File: config.mk
export PLATFORM = sky130hd
export DESIGN_NAME = mem_bus_arbiter
export DESIGN_NICKNAME = d
export VERILOG_FILES = /design/src/rtl/mem_bus_arbiter_pkg.sv /design/src/rtl/arb_rr_select.sv /design/src/rtl/mem_bus_arbiter.sv
export SDC_FILE = /design/constraint.sdc
export NUM_CORES = 1
export LEC_CHECK = 0
export ABC_CLOCK_PERIOD_IN_PS = 2350
export CAP_MARGIN = 15
export CELL_PAD_IN_SITES_DETAIL_PLACEMENT = 1
export CELL_PAD_IN_SITES_GLOBAL_PLACEMENT = 2
export CORE_MARGIN = 2
export CORE_UTILIZATION = 23
export DETAILED_ROUTE_END_ITERATION = 16
export PLACE_DENSITY = 0.78
export SYNTH_ARGS = -nofsm -noshare
export SYNTH_HDL_FRONTEND = slang
export SYNTH_SLANG_ARGS = --single-unit
File: constraint.sdc
create_clock -name clk -period 2.35 [get_ports clk]
set_input_delay 0.705 -clock clk [delete_from_list [all_inputs] [get_ports clk]]
set_output_delay 0.705 -clock clk [all_outputs]
set_load 0.05 [all_outputs]
File: src/rtl/mem_bus_arbiter_pkg.sv
// Shared types for the two-port memory bus arbiter.
// State encoding and port index constants.
package mem_bus_arbiter_pkg;

  typedef enum logic [1:0] {
    ARB_IDLE   = 2'd0,
    ARB_ADDR   = 2'd1,
    ARB_ACCESS = 2'd2,
    ARB_DONE   = 2'd3
  } arb_state_t;

  localparam logic ARB_PORT_CPU = 1'b0;
  localparam logic ARB_PORT_DBG = 1'b1;

endpackage

File: src/rtl/arb_rr_select.sv
// Two-way round-robin pick: req[1:0], rr_last in; one-hot pick out.
// On a tie the port that was not served last wins.
module arb_rr_select
  import mem_bus_arbiter_pkg::*;
(
  input  logic [1:0] req,
  input  logic       rr_last,
  output logic [1:0] pick
);

  always_comb begin
    pick = 2'b00;
    if (req[ARB_PORT_CPU] && req[ARB_PORT_DBG]) begin
      if (rr_last == ARB_PORT_DBG) pick[ARB_PORT_CPU] = 1'b1;
      else                         pick[ARB_PORT_DBG] = 1'b1;
    end else begin
      pick = req;
    end
  end

endmodule

File: src/rtl/mem_bus_arbiter.sv
// Shares one 8-bit memory port between CPU (0) and debug (1) requesters.
// Ports: req/lock/we/addr/wdata per port in; gnt/done/rdata, mem_* out.
module mem_bus_arbiter
  import mem_bus_arbiter_pkg::*;
#(
  parameter int ADDR_W  = 16,
  parameter int MEM_LAT = 2
) (
  input  logic              clk,
  input  logic              reset,
  input  logic [1:0]        req,
  input  logic [1:0]        lock,
  input  logic [1:0]        we,
  input  logic [ADDR_W-1:0] addr0,
  input  logic [ADDR_W-1:0] addr1,
  input  logic [7:0]        wdata0,
  input  logic [7:0]        wdata1,
  output logic [1:0]        gnt,
  output logic [1:0]        done,
  output logic [7:0]        rdata,
  output logic [ADDR_W-1:0] mem_addr,
  output logic [7:0]        mem_wdata,
  output logic              mem_we,
  output logic              mem_en,
  input  logic [7:0]        mem_rdata
);

  localparam int CW = (MEM_LAT > 1) ? $clog2(MEM_LAT) : 1;
  localparam logic [CW-1:0] CNT_LOAD = CW'(MEM_LAT - 1);

  arb_state_t  state;
  logic [CW-1:0] cnt;
  logic        rr_last;
  logic [1:0]  pick;

  logic              sel_dbg;
  logic [ADDR_W-1:0] nxt_addr;
  logic [7:0]        nxt_wdata;
  logic              nxt_we;
  logic              own_req;
  logic              own_lock;

  arb_rr_select u_sel (
    .req     (req),
    .rr_last (rr_last),
    .pick    (pick)
  );

  // In DONE the relatch source is the current owner, otherwise the winner.
  always_comb begin
    sel_dbg   = (state == ARB_DONE) ? gnt[ARB_PORT_DBG]
                                    : pick[ARB_PORT_DBG];
    nxt_addr  = sel_dbg ? addr1  : addr0;
    nxt_wdata = sel_dbg ? wdata1 : wdata0;
    nxt_we    = we[sel_dbg];
    own_req   = req[gnt[ARB_PORT_DBG]];
    own_lock  = lock[gnt[ARB_PORT_DBG]];
  end

  // mem_addr/mem_wdata/mem_we double as the request latch.
  always_ff @(posedge clk) begin
    if (reset) begin
      state     <= ARB_IDLE;
      cnt       <= '0;
      rr_last   <= ARB_PORT_DBG;
      gnt       <= 2'b00;
      done      <= 2'b00;
      rdata     <= 8'h00;
      mem_addr  <= '0;
      mem_wdata <= 8'h00;
      mem_we    <= 1'b0;
      mem_en    <= 1'b0;
    end else begin
      done <= 2'b00;
      unique case (state)
        ARB_IDLE: begin
          if (|pick) begin
            gnt       <= pick;
            mem_addr  <= nxt_addr;
            mem_wdata <= nxt_wdata;
            mem_we    <= nxt_we;
            state     <= ARB_ADDR;
          end
        end
        ARB_ADDR: begin
          cnt    <= CNT_LOAD;
          mem_en <= 1'b1;
          state  <= ARB_ACCESS;
        end
        ARB_ACCESS: begin
          if (cnt == '0) begin
            if (!mem_we) rdata <= mem_rdata;
            mem_en  <= 1'b0;
            mem_we  <= 1'b0;
            done    <= gnt;
            rr_last <= gnt[ARB_PORT_DBG];
            state   <= ARB_DONE;
          end else begin
            cnt <= cnt - 1'b1;
          end
        end
        ARB_DONE: begin
          if (own_lock && own_req) begin
            mem_addr  <= nxt_addr;
            mem_wdata <= nxt_wdata;
            mem_we    <= nxt_we;
            state     <= ARB_ADDR;
          end else begin
            gnt   <= 2'b00;
            state <= ARB_IDLE;
          end
        end
        default: state <= ARB_IDLE;
      endcase
    end
  end

endmodule

# After elaboration in Yosys (flattened, before gate mapping)
# Cells that the tools add are included.
[word_totals]
ff_bits = 42
input_bits = 64
output_inout_bits = 38
wordCells = 70
[classes]
n_addsub = 1
n_lt_le_gt_ge = 2
n_eq_ne = 7
n_mux = 32
bitwise_logic = 3
n_reduce_logical = 15
[ops]
columns = ["op", "count"]
rows = [
  ["$mux 16", 3],
  ["$pmux 16 s2", 1],
  ["$mux 8", 3],
  ["$pmux 8 s2", 1],
  ["$mux 1", 14],
  ["$mux 2", 5],
  ["$reduce_and 3->1", 3],
  ["$pmux 2 s4", 1],
  ["$ne 2x2->1 const B", 3],
  ["$reduce_and 2->1", 3],
  ["$eq 2x2->1 const B", 2],
  ["$lt 1x2->1 const B", 2],
  ["$pmux 1 s2", 2],
  ["$pmux 2 s2", 1],
  ["$reduce_and 4->1", 1],
  ["$reduce_bool 2->1", 2],
  ["$not 1->1", 3],
  ["$pmux 1 s3", 1],
  ["$reduce_bool 3->1", 1],
  ["$reduce_or 3->1", 1],
  ["$eq 2x1->1 const B", 1],
  ["$logic_and 1x1->1", 2],
  ["$logic_not 2->1", 1],
  ["$ne 2x1->1 const B", 1],
  ["2 further kinds", 2],
]

# Logic depth before layout (Yosys ltp)
[depth]
word_depth = 7
mapped_depth = 8
depth_no_buf = 6

# By module
# Synthesis repeated with hierarchy kept, for this count alone.
[unflattened]
hier_cells = 202
area_unflattened_um2 = 2063.2
[by_module_without_submodules]
columns = ["module", "instances", "cells_per_inst", "area_each_um2", "seq_area_each_um2"]
rows = [
  ["mem_bus_arbiter", 1, 199, 2044.5, 840.8],
  ["arb_rr_select", 1, 3, 18.8, 0.0],
]

# Worst setup path after synthesis
# No wires, ideal clock.
[synth_timing]
path_type = "in2reg"
start = "input port req[1]"
end = "register mem_addr[12]"
setup_ps = 145
t_arrival_ps = 1584
required_ps = 2205
slack_ps = 621
path_stages = 6
n_path_buf = 2
cell_sequence = "nor2b_1 a22oi_1 buf_6 buf_12 mux2i_1 a211oi_2"
[synth_via]
elab_chain_cells = 6
elab_cells_between_ends = 14
cone_classes = "eq/ne (2); mux (8); reduce/logical (4)"
[synth_rtl]
columns = ["element", "line_no", "source"]
rows = [
  ["from (decl)", "mem_bus_arbiter.sv:11", "input logic [1:0] req,"],
  ["$logic_and 1x1->1", "arb_rr_select.sv:13", "if (req[ARB_PORT_CPU] && req[ARB_PORT_DBG]) begin"],
  ["$mux 2", "arb_rr_select.sv:13", ""],
  ["$mux 1", "mem_bus_arbiter.sv:51", "sel_dbg = (state == ARB_DONE) ? gnt[ARB_PORT_DBG]"],
  ["$mux 16", "mem_bus_arbiter.sv:53", "nxt_addr = sel_dbg ? addr1 : addr0;"],
  ["$mux 16, on equally long branches", "mem_bus_arbiter.sv:103, mem_bus_arbiter.sv:77", ""],
  ["$pmux 16 s2", "mem_bus_arbiter.sv:75", "unique case (state)"],
  ["to (signal assigned)", "mem_bus_arbiter.sv:79", "mem_addr <= nxt_addr;"],
  ["to (signal assigned)", "mem_bus_arbiter.sv:104", "mem_addr <= nxt_addr;"],
  ["to (decl)", "mem_bus_arbiter.sv:21", "output logic [ADDR_W-1:0] mem_addr,"],
]
# Several ways; a longest one is shown, not always the timed one. The select of a mux whose other input is x is not followed.
# A chain may end at the register's enable or synchronous reset.

# Final worst setup path
[layout_timing]
start = "register gnt[0]"
end = "output port gnt[0]"
[layout_rtl]
columns = ["element", "line_no", "source"]
rows = [
  ["from (decl)", "mem_bus_arbiter.sv:18", "output logic [1:0] gnt,"],
  ["from (signal assigned)", "mem_bus_arbiter.sv:78", "gnt <= pick;"],
]
# No word-level cell between the ends.

==> out/results.ini <==
[yosys]
synth-seq-area-share_pct = 40.58
synth.net_count = 273
syn_inst = 204
syn_avg_cell_area_um2 = 10.16
synth_seq_cells = 42
synth_cell_types = 34
synth.cell_area_um2 = 2072
synth_warnings = 0

[die]
floorplan.initialDensity_pct = 23.76
core_area_um2 = 8721
top_level_ports = 102
die_width_um = 98.92
die-area_um2 = 9784
row_count = 34
die-height_um = 98.92

[global_routing]
overflow = 0
grt_pass1_wl_um = 10030
pin_count_of_the_biggest_net_entering_global_routing = 30
grt_use_total_pct = 12.79
first_global_vias = 1926
grt_antenna_before_repair = 0

[cells_and_area]
commonest_non_fill_non_tap_cell_in_the_layout = sky130_fd_sc_hd__clkdlybuf4s50_1
nNetsFinal = 374
drive_above_1_share_pct = 14.38
regArea_um2 = 840.8
fill_cells = 985
insertedDiodeCount = 0
final_instance_area_um2 = 3288
multi_input_area_um2 = 1092
syn_to_final_growth_pct = 58.70
mostFrequentLayoutCells = sky130_fd_sc_hd__clkdlybuf4s50_1, sky130_fd_sc_hd__dfxtp_1, sky130_fd_sc_hd__a21oi_1

[route]
drt-wirelength-per-cell_um = 15.51
drtAntennaViolNets = 0
dr.pass1.iters = 4
via_density_per_instance = 4.623
detailedRoute.firstIterationViolations = 54
drc_markers = 0
finalWirelength_um = 6423
vias = 1914

[critical_path]
critical_path.slowest_cell = sky130_fd_sc_hd__clkdlybuf4s50_1
crit_path_class = reg -> out
critical_path_cell_count = 1
cp-startpoint = gnt[0]$_SDFFE_PP0P_
cell_by_cell_listing_of_the_critical_path = clkdlybuf4s50_1
regToRegStartpoint = state[1]$_SDFFE_PP0P_
data_required_critical_path_ps = 1640
worstRegToRegCells = 6
end_kind = output port
worst_path_dominant_cell_family = buffers and inverters
critical_path.n_buffers_inverters = 1
slowest_delay_ps = 830
worstSetupStartpointType = flip-flop
crit_path_max_fanout = 3
critical_path_arrival_ps = 1490

[clock_network]
numClockSinks = 42
count_of_cells_resized_by_post_cts_repair = 0
max-clock-path-buffers = 2
tritoncts.num_buffers = 5
clk_pin_slew_worst_paths_ps = 80
worst_skew_pair_latency_ps = 290
cts.repair_timing.setup_buffer_count = 0
htreeDepth = 2
hold_buffers_post_cts = 0
tritoncts = done
cts_root_buf = sky130_fd_sc_hd__clkbuf_8

[placement]
routabilityCongestion = 0.7791
detailed_place.area_um2 = 3197
pre_cts_slack_ps = -90.01
hpwl_um = 4843
io_buffers = 101

[power_and_ir_drop]
ir_worst_vdd_mv = 0.5424
cellPowerDensity_nw_per_um2 = 1255
total_leakage_power_nw = 1.273

[sta]
max_slew_margin_pct = 56.15
final_critical_path_setup_slack_ps = 158.3
drv_slew = 0
hold_viol_final = 0
fmax_ghz = 0.4563
final.min_clock_period_ps = 2192
tightest_slew_ps = 657.8
number_of_failing_setup_endpoints_in_the_final_timing_report = 0
finalCritPeriodShare_pct = 93.26
timing.clock.skew_ps = 9.101
rsz0062_at_grt = no

[worst_hold_path]
timing.hold.worst.class = reg -> reg
timing.hold.worst_path_depth = 2
worst_hold_startpoint = rdata[2]$_SDFFE_PP0P_

[outcome]
outcome = completed

[run]
max-cap-violations = 0

per-stage QoR:
stage | util, % | TNS (ps) | power [mW] | hold slack [ps] | instances
after global placement | 36.66 | -166.1 | 3.658 | 460.1 | 406
after detailed placement | 36.66 | -582.5 | 3.698 | 476.4 | 406
final | 37.70 | 0 | 4.127 | 483.8 | 414
after global routing | 37.70 | 0 | 4.368 | 506.9 | 414
after CTS | 37.70 | 0 | 4.190 | 489.4 | 414
after floorplan | - | 0 | 2.916 | 452.6 | 204
report_power, final:
group	internal (mW)	switching (mW)	total (mW)
logic	0.972	1.56	2.53
registers	0.955	0.163	1.12
clock network	0.237	0.240	0.477
cell families (layout without fill, tap and decap cells):
| group | after synthesis | count (layout) | share of synthesized area, % |
|---|---|---|---|
| simple gates | 32 | 32 | 9.300 |
| buf+inv | 21 | 123 | 6.945 |
| fa+ha+maj | 5 | 5 | 3.019 |
| compound gates | 78 | 78 | 27.60 |
| mux | 26 | 26 | 12.56 |
| flops | 42 | 42 | 40.58 |
synthesized netlist by cell type (all sizes together):
cell type / n / area, um^2
and2: 1 / 6.260
nor4b: 1 / 8.760
a21boi: 1 / 7.510
nand4b: 2 / 17.52
dfxtp: 42 / 840.8
clkbuf: 7 / 26.28
nand3b: 1 / 7.510
a21oi: 37 / 185.2
buf: 10 / 102.6
o31ai: 2 / 15.01
nor2b: 2 / 12.51
nor3: 1 / 5.000
a211o: 1 / 8.760
nand2b: 3 / 18.77
or2b: 1 / 7.510
ha: 5 / 62.56
a311o: 1 / 10.01
mux2i: 26 / 260.3
nand3: 3 / 20.02
a22oi: 1 / 7.510
nand2: 9 / 33.78
o21ai: 10 / 50.04
a211oi: 25 / 287.8
nor2: 5 / 21.27
inv: 4 / 15.01
nor3b: 3 / 33.78
worst paths after layout:
kind | endpoint | slack [ps]
setup / recovery | gnt[0] | 160
hold / removal | rdata[2]$_SDFFE_PP0P_ | 480
setup reg to reg | mem_addr[11]$_SDFFE_PP0P_ | 550
hold reg to reg | rdata[2]$_SDFFE_PP0P_ | 480
layout make-up:
| cell class | count | area share [%] |
|---|---|---|
| clock inverters | 1 | 0.1522 |
| well taps | 108 | 4.110 |
| flip-flops and latches | 42 | 25.57 |
| multi-input cells | 141 | 33.22 |
| inverters | 4 | 0.4566 |
| repair buffers | 111 | 33.87 |
| clock buffers | 7 | 2.626 |
sequential cells by signal (all words and copies together), names as in the netlist:
register	cells
gnt	2
state	2
mem_wdata	8
rr_last	1
mem_en	1
mem_addr	16
rdata	8
cnt	1
done	2
mem_we	1
metal layers:
layer,up-vias,GRT usage [%],share of wire [%]
met1,921,16.29,44
li1,947,-,-
met2,44,21.83,50
met3,2,2.979,5.1
met5,-,0,0
met4,0,3.161,0.67
Power figures use the tool's default switching activity.
==> variant 1, RTL diff (same flow settings) <==
Reset style: asynchronous (`reset`), changed in one clocked block.
--- a/src/rtl/mem_bus_arbiter.sv
+++ b/src/rtl/mem_bus_arbiter.sv
@@ -58,7 +58,7 @@
   end
 
   // mem_addr/mem_wdata/mem_we double as the request latch.
-  always_ff @(posedge clk) begin
+  always_ff @(posedge clk or posedge reset) begin
     if (reset) begin
       state     <= ARB_IDLE;
       cnt       <= '0;
Behaviour: differs if reset is asserted again (counterexample within 4 cycles, from zero or initial values and one cycle with reset high); with reset held inactive, the same outputs for 10 cycles.
==> variant 1 against the unedited design <==
  * Combinational power increased by 45%
  * Total power increased by 33%
  * Sequential cell count did not move
  * Cell area rose by 2.4%
  * Area after synthesis grew 0.30%
  * Fmax decreased by 1.0%
  * Hold slack gained 0.027 ns
  * Setup slack lost 0.022 ns
  * First-iteration DRC count decreased by 41%
  * Wire length is 3.2% lower
  * Largest cell class unchanged
==> variant 1: results (changes against the unedited design) <==
[global_routing]
grt_pass1_vias = 1980  ; was 1926
grt_pass1_wl_um = 9922  ; was 10030 um
grt_util_met3_pct = 2.553  ; was 2.979%
gr-usage-all-layers_pct = 12.71  ; was 12.79%
grt_max_degree = 43  ; was 30
grtUsageMet1_pct = 15.76  ; was 16.29%
grt_use_met2_pct = 22.19  ; was 21.83%

[place]
place_hpwl_um = 4456  ; was 4843 um
place_ws_ns = 0.02049  ; was -0.09001 ns
place_congestion = 0.8000  ; was 0.7791
postPlaceCellArea_um2 = 3277  ; was 3197 um2
dp_cells = 384  ; was 406

[worst_setup_path]
cp_max_fo = 3  ; unchanged
arrival_ns = 1.51  ; was 1.49 ns
r2r-start = state[0]  ; was state[1]
crit_start = mem_we  ; was gnt[0]

[sta]
relSlewSlack_pct = 63.39  ; was 56.15%
finClkSkew_ns = 0.009919  ; was 0.009101 ns
setup_viol = 0  ; unchanged

[yosys]
synth.yosys.seq_area_share_pct = 50.63  ; was 40.58%
synthMuxAreaShare_pct = 19.51  ; was 12.56%
synth_commonest_cells = 49 x a21oi_1, 41 x dfrtp_1, 27 x mux2i_1, 10 x mux2_2, 6 x ha_1  ; was 42 x dfxtp_1, 37 x a21oi_1, 26 x mux2i_1, 20 x a211oi_2
synth_adder_area_share_pct = 3.612  ; was 3.019%
synth.avg_cell_area_um2 = 11.74  ; was 10.16 um2
synth_compound_area_share_pct = 16.56  ; was 27.60%
synthesis.nets = 247  ; was 273
async_flop_share_pct = 100.0  ; was 0%
synth.distinct_cells = 33  ; was 34
synthTopCellsByArea = dfrtp_1 49%, mux2i_1 13%, a21oi_1 12%, mux2_2 5.4%, ha_1 3.6%  ; was dfxtp_1 41%, mux2i_1 13%, a211oi_2 12%, a21oi_1 8.9%, ha_1 3.0%

[drt]
first_pass_iters = 4  ; unchanged
drtIter0Drc = 32  ; was 54
wl_um = 6215  ; was 6423 um
via_per_inst = 4.602  ; was 4.623

[power_and_ir_drop]
p_leak_nw = 1.448  ; was 1.273 nW
max-vdd-ir-drop_mv = 0.5512  ; was 0.5424 mV
p_per_area_nw_per_um2 = 1628  ; was 1255 nW/um2

[final_layout]
final_cells = 392  ; was 414
nets = 353  ; was 374
drive_gt1_share_pct = 13.03  ; was 14.38%
fillers = 969  ; was 985

[outcome]
outcome = finished clean  ; unchanged

[clock_network]
clk_latency_ns = 0.29  ; about the same
cts-root-buf = clkbuf_8  ; unchanged
post_cts_buffers = 0  ; unchanged

[worst_hold_path]
worst_hold_startpoint = rdata[2]  ; unchanged

variant 1: power breakdown:
group,leakage (nW),internal (mW),switching (mW)
clock network,0.0482,0.238,0.250
registers,0.481,1.09,0.235
logic,0.919,1.44,2.23
variant 1: per-layer routing:
layer	wire length, um	share of wire (%)
met2	3136	50
met5	0	0
met1	2692	43
met4	65	1.0
met3	321	5.2
variant 1: cell type report:
type,instances,share of cell area (%)
Clock buffer,7,2.563
Multi-Input combinational cell,120,27.90
Inverter,5,0.5572
Clock inverter,1,0.1486
Tap cell,108,4.012
Sequential cell,42,31.24
Timing Repair Buffer,109,33.58
variant 1: path summary, 6_finish.rpt:
path                       depth (start not counted)  slack (ns)       end
max in group asynchronous                          3        1.32   rr_last
min                                                1        0.51  rdata[2]
max                                                1        0.14    mem_we
min in group asynchronous                          3        0.76    gnt[0]
max reg2reg                                        6        0.38  rdata[6]
min reg2reg                                        1        0.51  rdata[2]
==> variant 2, RTL diff (config.mk and constraints unchanged) <==
Without the edit above. Set the parameter `ADDR_W` to 14 (it was 16).
--- a/src/rtl/mem_bus_arbiter.sv
+++ b/src/rtl/mem_bus_arbiter.sv
@@ -3,7 +3,7 @@
 module mem_bus_arbiter
   import mem_bus_arbiter_pkg::*;
 #(
-  parameter int ADDR_W  = 16,
+  parameter int ADDR_W  = 14,
   parameter int MEM_LAT = 2
 ) (
   input  logic              clk,
Interface: changed (resized addr0, addr1 and mem_addr); port bits go from 102 to 96. The function was not compared with the original's and may differ.
==> variant 2 against the unedited design <==
  * Wire length down 3.0%
  * Clock skew down 0.0024 ns
  * Hold slack worse by 0.0046 ns
  * Total power down 5.2%
  * Critical path depth unchanged
  * Area after synthesis down 5.4%
  * Sequential share of layout area down 0.20 points
  * Fmax up 0.27%
  * Die area down 5.2%
  * Setup slack better by 0.0059 ns
  * Cell area down 4.0%
  * Count of clock-buffer cells in the layout down 1
  * Sequential cell count down 2
==> variant 2: results (changes against the unedited design) <==
[worst_setup_path]
r2r_slack_ns = 0.53  ; was 0.55 ns
r2r-end = mem_wdata[7]  ; was mem_addr[11]

[power_and_ir_drop]
max-vdd-ir-drop_mv = 0.3455  ; was 0.5424 mV
p_leak_nw = 1.234  ; was 1.273 nW

[outcome]
outcome = finished clean  ; unchanged

[final_layout]
multi_input_area_um2 = 1049  ; was 1092 um2
reg_top3 = mem_addr (14), mem_wdata (8), rdata (8)  ; was mem_addr (16), mem_wdata (8), rdata (8)
fillers = 939  ; was 985
buf_share_pct = 33.85  ; was 33.87%
multi_input_cells = 135  ; was 141
clk_share_pct = 2.933  ; was 2.778%
sh_seq_area_pct = 25.37  ; was 25.57%

[sta]
whs_ns = 0.4792  ; was 0.4838 ns
finClkSkew_ns = 0.006723  ; was 0.009101 ns
relSlewSlack_pct = 64.74  ; was 56.15%

[yosys]
synthesis.nets = 258  ; was 273
synthTopCellsByArea = dfxtp_1 41%, mux2i_1 12%, a211oi_2 12%, a21oi_1 8.9%, ha_1 3.2%  ; was dfxtp_1 41%, mux2i_1 13%, a211oi_2 12%, a21oi_1 8.9%, ha_1 3.0%
synth.avg_cell_area_um2 = 10.16  ; about the same
synth.yosys.seq_area_share_pct = 40.84  ; was 40.58%

[place]
postPlaceCellArea_um2 = 3064  ; was 3197 um2
dp_cells = 391  ; was 406
place_ws_ns = -0.03349  ; was -0.09001 ns

[global_routing]
grt_util_met3_pct = 3.054  ; was 2.979%
grt_pass1_wl_um = 9508  ; was 10030 um
gr-usage-all-layers_pct = 13.31  ; was 12.79%
grt_use_met2_pct = 22.74  ; was 21.83%
grt_max_degree = 25  ; was 30
grt_pass1_vias = 1894  ; was 1926

[drt]
wl_um = 6231  ; was 6423 um
drtIter0Drc = 46  ; was 54
m1WireLength_um = 2678  ; was 2838 um
first_pass_iters = 3  ; was 4
wl_met2_um = 3040  ; was 3211 um
via_per_inst = 4.629  ; was 4.623

[clock_network]
clock_sinks = 40  ; was 42

[worst_hold_path]
worst_hold_startpoint = rdata[7]  ; was rdata[2]

-- variant 2: changes by cell type after synthesis, sizes merged --
cell,change
a211oi,-2
a21oi,-2
clkbuf,-2
dfxtp,-2
mux2i,-2
buf,-1
nand2b,+1
or2b,-1
-- variant 2: worst min-delay path, cell delays in order, from the launching register on --
cell,delay (ns)
dfxtp_1,0.31
o21ai_0,0.06
a21oi_1,0.06
-- variant 2: report_power, final --
part           internal [mW]  switching (mW)  leakage (nW)  total (mW)
Clock                  0.235           0.251        0.0510       0.486
Combinational          0.896            1.47         0.853        2.37
Sequential             0.908           0.149         0.330        1.06
Total                   2.04            1.87          1.23        3.91
-- variant 2: cell families (layout without fill, tap and decap cells) --
family	after synthesis	in the layout	synth area share [%]
flops	40	40	40.84
simple gates	32	32	9.572
mux	24	24	12.25
fa+ha+maj	5	5	3.191
compound gates	74	74	28.33
buf+inv	18	119	5.807
